===== src/rtl/divider.sv =====
// Multi-cycle 32-bit signed/unsigned restoring divider: result = {remainder, quotient}.
// 33 edges from accept to ready (2 for a zero divisor); result held while start stays high.
module divider (
    input  logic        clk,
    input  logic        rst,
    input  logic        signed_div,
    input  logic [31:0] operand_1,
    input  logic [31:0] operand_2,
    input  logic        start,
    input  logic        annul,
    output logic [63:0] result,
    output logic        ready
);

    typedef enum logic [1:0] {
        IDLE    = 2'd0,
        BY_ZERO = 2'd1,
        ON      = 2'd2,
        END     = 2'd3
    } state_e;

    state_e      state_q;
    logic [4:0]  cnt_q;
    logic [31:0] dvd_q;
    logic [31:0] dvs_q;
    logic [31:0] rem_q;
    logic        q_neg_q;
    logic        r_neg_q;
    logic [63:0] result_q;
    logic        ready_q;

    logic        op1_neg;
    logic        op2_neg;
    logic [31:0] op1_mag;
    logic [31:0] op2_mag;
    logic [32:0] trial;
    logic [32:0] diff;
    logic        qbit;
    logic [31:0] rem_d;
    logic [31:0] quo_d;
    logic [31:0] quo_fix;
    logic [31:0] rem_fix;

    always_comb begin
        op1_neg = signed_div & operand_1[31];
        op2_neg = signed_div & operand_2[31];
        op1_mag = op1_neg ? (~operand_1 + 32'd1) : operand_1;
        op2_mag = op2_neg ? (~operand_2 + 32'd1) : operand_2;

        // The dividend register doubles as the quotient shift register: each step
        // consumes its MSB and shifts the new quotient bit into the LSB.
        trial   = {rem_q, dvd_q[31]};
        diff    = trial - {1'b0, dvs_q};
        qbit    = (trial >= {1'b0, dvs_q});
        rem_d   = qbit ? diff[31:0] : trial[31:0];
        quo_d   = {dvd_q[30:0], qbit};
        quo_fix = q_neg_q ? (~quo_d + 32'd1) : quo_d;
        rem_fix = r_neg_q ? (~rem_d + 32'd1) : rem_d;
    end

    always_ff @(posedge clk or negedge rst) begin
        if (!rst) begin
            state_q  <= IDLE;
            cnt_q    <= 5'd0;
            dvd_q    <= 32'd0;
            dvs_q    <= 32'd0;
            rem_q    <= 32'd0;
            q_neg_q  <= 1'b0;
            r_neg_q  <= 1'b0;
            result_q <= 64'd0;
            ready_q  <= 1'b0;
        end else begin
            case (state_q)
                IDLE: begin
                    ready_q  <= 1'b0;
                    result_q <= 64'd0;
                    if (start && !annul) begin
                        dvd_q   <= op1_mag;
                        dvs_q   <= op2_mag;
                        rem_q   <= 32'd0;
                        q_neg_q <= op1_neg ^ op2_neg;
                        r_neg_q <= op1_neg;
                        cnt_q   <= 5'd0;
                        state_q <= (operand_2 == 32'd0) ? BY_ZERO : ON;
                    end
                end
                BY_ZERO: begin
                    if (annul) begin
                        state_q <= IDLE;
                    end else begin
                        state_q  <= END;
                        ready_q  <= 1'b1;
                        result_q <= 64'd0;
                    end
                end
                ON: begin
                    if (annul) begin
                        state_q <= IDLE;
                    end else begin
                        rem_q <= rem_d;
                        dvd_q <= quo_d;
                        cnt_q <= cnt_q + 5'd1;
                        if (cnt_q == 5'd31) begin
                            state_q  <= END;
                            ready_q  <= 1'b1;
                            result_q <= {rem_fix, quo_fix};
                        end
                    end
                end
                END: begin
                    if (!start || annul) begin
                        state_q  <= IDLE;
                        ready_q  <= 1'b0;
                        result_q <= 64'd0;
                    end
                end
                default: begin
                    state_q <= IDLE;
                end
            endcase
        end
    end

    assign result = result_q;
    assign ready  = ready_q;

endmodule


===== config.mk =====
export PLATFORM = sky130hd
export DESIGN_NAME = divider
export DESIGN_NICKNAME = d
export VERILOG_FILES = /design/src/rtl/divider.sv
export SDC_FILE = /design/constraint.sdc
export NUM_CORES = 1
export LEC_CHECK = 0
export CORE_MARGIN = 2
export CORE_UTILIZATION = 50
export DETAILED_ROUTE_END_ITERATION = 10
export GPL_TIMING_DRIVEN = 0
export PLACE_DENSITY = 0.72
export SLEW_MARGIN = 30
export SYNTH_ARGS = -nofsm -noshare
export SYNTH_HDL_FRONTEND = slang
export SYNTH_SLANG_ARGS = --single-unit
export TNS_END_PERCENT = 1

===== constraint.sdc =====
create_clock -name clk -period 9.9 [get_ports clk]
set_input_delay 1.98 -clock clk [delete_from_list [all_inputs] [get_ports clk]]
set_output_delay 1.98 -clock clk [all_outputs]
set_load 0.05 [all_outputs]

==> Word level (Yosys, flattened, before mapping) <==
Index checks and enable logic that the tools add are counted.
{ "classes": {"n_addsub": 6, "n_mul": 0, "n_div": 0, "magnitude_cmp": 1, "n_eq_ne": 10, "shift": 0, "mux": 31, "n_bitwise": 7, "reduce_logical": 11} }
{ "ops": {"columns": ["cell", "n"], "rows": [
  ["$mux W32", 9],
  ["$mux W64", 4],
  ["$pmux W64 S4", 1],
  ["$add A32 B1 Y32 const B", 4],
  ["$not A32 Y32", 4],
  ["$pmux W32 S2", 2],
  ["$ge A33 B32 Y1", 1],
  ["$logic_not A32 Y1", 1],
  ["$sub A32 B32 Y32", 1],
  ["$mux W2", 6],
  ["$mux W5", 2],
  ["$ne A2 B2 Y1 const B", 5],
  ["$pmux W5 S2", 1],
  ["$pmux W2 S4", 1],
  ["$reduce_and A3 Y1", 2],
  ["$add A5 B1 Y5 const B", 1],
  ["$eq A5 B5 Y1 const B", 1],
  ["$eq A2 B2 Y1 const B", 2],
  ["$mux W1", 4],
  ["$pmux W1 S4", 1],
  ["$reduce_and A4 Y1", 1],
  ["$ne A3 B3 Y1 const B", 1],
  ["$and A1 B1 Y1", 2],
  ["$eq A2 B1 Y1 const B", 1],
  ["other kinds (7)", 8]
]} }
{ "word_totals": {"reg_bits": 170, "latchBits": 0, "ramBits": 0, "romBits": 0, "wordCells": 75, "n_memories": 0} }

==> Depth between registers and ports, before layout <==
{ "depth": {"word_depth": 8, "ltp_mapped": 21, "depth_no_buf": 17} }

==> Least setup slack after synthesis <==
No wires, ideal clock.
{ "synth_timing": {"path_type": "input to register", "start": "in operand_2[3]", "end": "reg state_q[1]", "setup_ns": 0.135, "arrival_ns": 4.415, "t_required_ns": 9.765, "path_slack_ns": 5.351, "cell_stages": 10, "cell_sequence": "or3_1 or3_1 nor4_2 nand2_1 or4_1 or4_1 nor3_1 nor2b_1 o21ai_1 o21ai_0"} }
{ "synth_via": {"elab_chain_cells": 4} }
{ "synth_lines": {"columns": ["element", "line", "source"], "rows": [
  ["from (decl)", "8", "input logic [31:0] operand_2,"],
  ["$logic_not A32 Y1", "84", "state_q <= (operand_2 == 32'd0) ? BY_ZERO : ON;"],
  ["$mux W2", "84", null],
  ["$mux W2", "77", "if (start && !annul) begin"],
  ["$pmux W2 S4", "73", "case (state_q)"],
  ["to (signal assigned)", "84", null],
  ["to (decl)", "22", "state_e state_q;"]
]} }
No other way between the ends. The select of a mux whose other input is x is not followed.
A chain may end at the register's enable or synchronous reset.

==> Worst setup path after layout <==
{ "layout_timing": {"start": "reg rem_q[19]", "end": "reg result_q[30], in the netlist result[30]"} }
{ "layout_via": {"elab_chain_cells": 7} }
{ "layout_lines": {"columns": ["element", "line", "source"], "rows": [
  ["from (decl)", "26", "logic [31:0] rem_q;"],
  ["from (signal assigned)", "100", "rem_q <= rem_d;"],
  ["$ge A33 B32 Y1", "54", "qbit = (trial >= {1'b0, dvs_q});"],
  ["$not A32 Y32", "57", "quo_fix = q_neg_q ? (~quo_d + 32'd1) : quo_d;"],
  ["$add A32 B1 Y32", "57", null],
  ["$mux W32", "57", null],
  ["$mux W64", "103", "if (cnt_q == 5'd31) begin"],
  ["$mux W64", "97", "if (annul) begin"],
  ["$pmux W64 S4", "73", null],
  ["to (signal assigned)", "106", "result_q <= {rem_fix, quo_fix};"],
  ["to (decl)", "29", "logic [63:0] result_q;"]
]} }
No other way between the ends. The select of a mux whose other input is x is not followed.

==> flow_summary.yaml <==
outcome:
  status: "finished clean"
setup_path:
  r2r-end: "result[30]"
  crit_start: "rem_q[19]"
  cpLargestDelayFamily: "compound AO/OA/AOI/OAI gates"
  critPathBufInv: 5
  path_cells: "ha_1 > buf_2 > a21oi_1 > o21ai_0 > a22oi_1 > a21o_1 > nand2_8 > inv_4 > buf_2 > buf_1 > clkbuf_1 > ha_1 > nand2b_1 > nand2b_1 > or2_2 > nand2b_1 > nand2b_1 > o41ai_1 > xor2_1 > o21ai_0"
  slowest_delay_ps: 520
  crit_top_cell: "nand2b_1"
  worstPathArrival_ps: 6180
  required_ps: 10210
  reg2regPathDepth: 20
  ff2ff_setup_slack_ps: 4030
  critPathCaptureType: "register"
  critPathKind: "reg2reg"
  cp_max_fo: 10
  crit_slowest_cell: "clkbuf_1"
  r2r_start: "rem_q[19]"
  startpoint_type: "register"
logic_synthesis:
  ys_types: 74
  synth_edf_count: 0
  yosys_warnings: 0
  avgSynthCellArea_um2: 8.31
  synthesis.area_um2: 11800
  synthCells: 1424
  ys_ff_latch: 170
  syn-num-nets: 1537
  yosys-top-cells-area: "dfrtp_1 (36%), o21ai_0 (8.3%), nand2_1 (6.7%)"
  yosysTopAreaCell: "dfrtp_1"
  async_flop_share: 1.00
  ys_seq_area_frac: 0.360
  synth_top_area_share: 0.360
  synth_flop_cell: "dfrtp_1"
job:
  maxCapViolations: 0
final_layout:
  nets: 1691
  fillerInstances: 2126
  fin_cells: 1910
  final_common_cell: "nand2_1"
  area_growth_pct: 20.0
  final_cell_mix: "nand2_1 (211), o21ai_0 (197), dfrtp_1 (170)"
  diodes: 0
  drive_above_1_share: 0.0534
sta:
  drv_slew: 0
  fin_setup_tns_ps: 0
  fin_ws_ps: 4030
  hold_slack_ps: 480
  fmax_ghz: 0.170
  worstMarginPinSlew_ps: 823
  finalSetupViolations: 0
  fin_crit_sh: 0.593
  fin_worst_skew_ps: 14.2
  fin_crit_ps: 5870
  final-hold-violation-count: 0
  slew-limit-headroom: 0.452
  rsz0062_at_grt: "false"
clocking:
  cts-root-buf: "clkbuf_16"
  clkLatencyLatePin_ps: 440
  clk_path_buf_depth: 2
  post_cts_resized: 0
  cts_buffers: 17
  htree_levels: 4
  cts_tree: "yes"
  cts.sinks: 170
  path_clk_slew_ps: 80
  cts.hold.buffers_added: 0
  post-cts-setup-buffers: 0
power_and_ir_drop:
  p_int_w: 0.00274
  seqPwrFrac: 0.211
  p_per_area_nw_per_um2: 414
  combPwrFrac: 0.676
  ir_worst_vdd_mv: 0.172
  p_sw_w: 0.00314
  p_leak_nw: 6.01
  switching_share: 0.534
  power_frac_clock: 0.113
global_routing:
  track_usage: 0.298
  first_global_vias: 10825
  antenna_found_initial: 0
  grt_first_pass_wirelength_um: 58100
  grt_max_degree: 87
  grt_overflow: 0
placed_design:
  gp_congestion: 0.967
  port_buffers: 133
  place_ws_ps: 4110
  dpl.cell_count: 1878
  hpwl_um: 28200
floorplanning:
  fp.dieH_um: 158
  io_pins: 134
  rows: 56
  die-area_um2: 24900
  die_x_um: 158
  start_util: 0.507
  core_area_um2: 23300
route:
  drtAntennaViolNets: 0
  vias_per_cell: 6.03
  wl_um: 36300
  wl_per_cell_um: 19.0
  first_iter_violations: 1082
  drt-pass1-iter-count: 6
  drc: 0
  vias: 11522
worst_hold_path:
  worstHoldPathType: "reg2reg"
  min_to: "result[4]"
  hp-start: "result[4]"
  hold_depth: 2
layer usage:
metal,routed length [um],global-route usage,up-vias,part of all wire
met5,0,0,-,0
met4,978,0.101,0,0.027
met3,2620,0.0367,65,0.072
met2,16200,0.465,486,0.45
met1,16500,0.428,5530,0.45
li1,-,-,5441,-
final cells by class:
class / instances / area (um^2) / area share
clock buffer: 17 / 425 / 0.0300
inverter: 56 / 213 / 0.0150
timing repair buffer: 135 / 1390 / 0.0980
tap: 319 / 399 / 0.0281
buffer: 74 / 304 / 0.0214
clock inverter: 15 / 149 / 0.0105
sequential: 170 / 4250 / 0.300
multi-input combinational: 1124 / 7060 / 0.497
synth_stat cells, drive strengths merged, types with 3 or more instances:
cell and number:
mux2 4, o211ai 10, o2111ai 4, clkbuf 46, a22oi 31, and2 9
a22o 5, o21a 5, a211oi 5, nand2b 14, nor3 29, inv 56
or4 15, nor2 71, xnor2 66, o21ai 214, o311ai 3, xor2 70
buf 28, a21boi 3, o31ai 24, nand3 34, nor3b 4, a21oi 67
a21o 12, o41ai 13, nor2b 7, nand2 212, or3 18, o31a 5
a221oi 4, nand3b 5, nand4 16, a311oi 4, a221o 4, or2 5
nor4 19, ha 43, a31oi 11, mux2i 22, and3 14, dfrtp 170
per-stage QoR:
step                      utilization  instance area, um^2  power (W)
after CTS                       0.608                14200    0.00582
final                           0.608                14200    0.00588
after detailed placement        0.584                13600    0.00514
after global placement          0.581                13600    0.00506
after global routing            0.608                14200    0.00632
after floorplan                     -                11800    0.00404
logic make-up after synthesis:
family	Yosys count	synth area share
mux	26	0.0224
xor+xnor	136	0.101
buf+inv	130	0.0437
flops	170	0.360
compound gates	439	0.232
simple gates	479	0.194
fa+ha+maj	44	0.0472
worst min-delay path, delay by kind of cell, from the launching register on:
kind,cells,cell delay [ps]
AND/OR/NAND/NOR,1,50
AO/OA/AOI/OAI,1,60
flip-flops,1,340
registers in the layout (all words and copies together), names as in the netlist:
register	cells
cnt_q	5
dvs_q	32
ready	1
q_neg_q	1
rem_q	32
r_neg_q	1
result	64
state_q	2
dvd_q	32
how the worst max path moves through the flow:
stage / slack, ps / cells past startpoint / to
after global routing: 3680 / 21 / result[30]
after detailed placement: 4110 / 11 / state_q[1]
final: 4030 / 20 / result[30]
after global placement: -250 / 1 / result[12]
after floorplan: 5350 / 10 / state_q[1]
after CTS: 4100 / 20 / result[30]
power groups by stage:
| stage | registers [W] | clock network [W] | logic (W) |
|---|---|---|---|
| finish | 0.00124 | 0.000667 | 0.00397 |
| global route | 0.00128 | 0.000697 | 0.00435 |
| CTS | 0.00123 | 0.000672 | 0.00391 |
| detailed placement | 0.00124 | 0 | 0.00389 |
| global placement | 0.00124 | 0 | 0.00382 |
| floorplan | 0.00147 | 0 | 0.00258 |
Note: power is estimated with default switching activity, not from simulation.
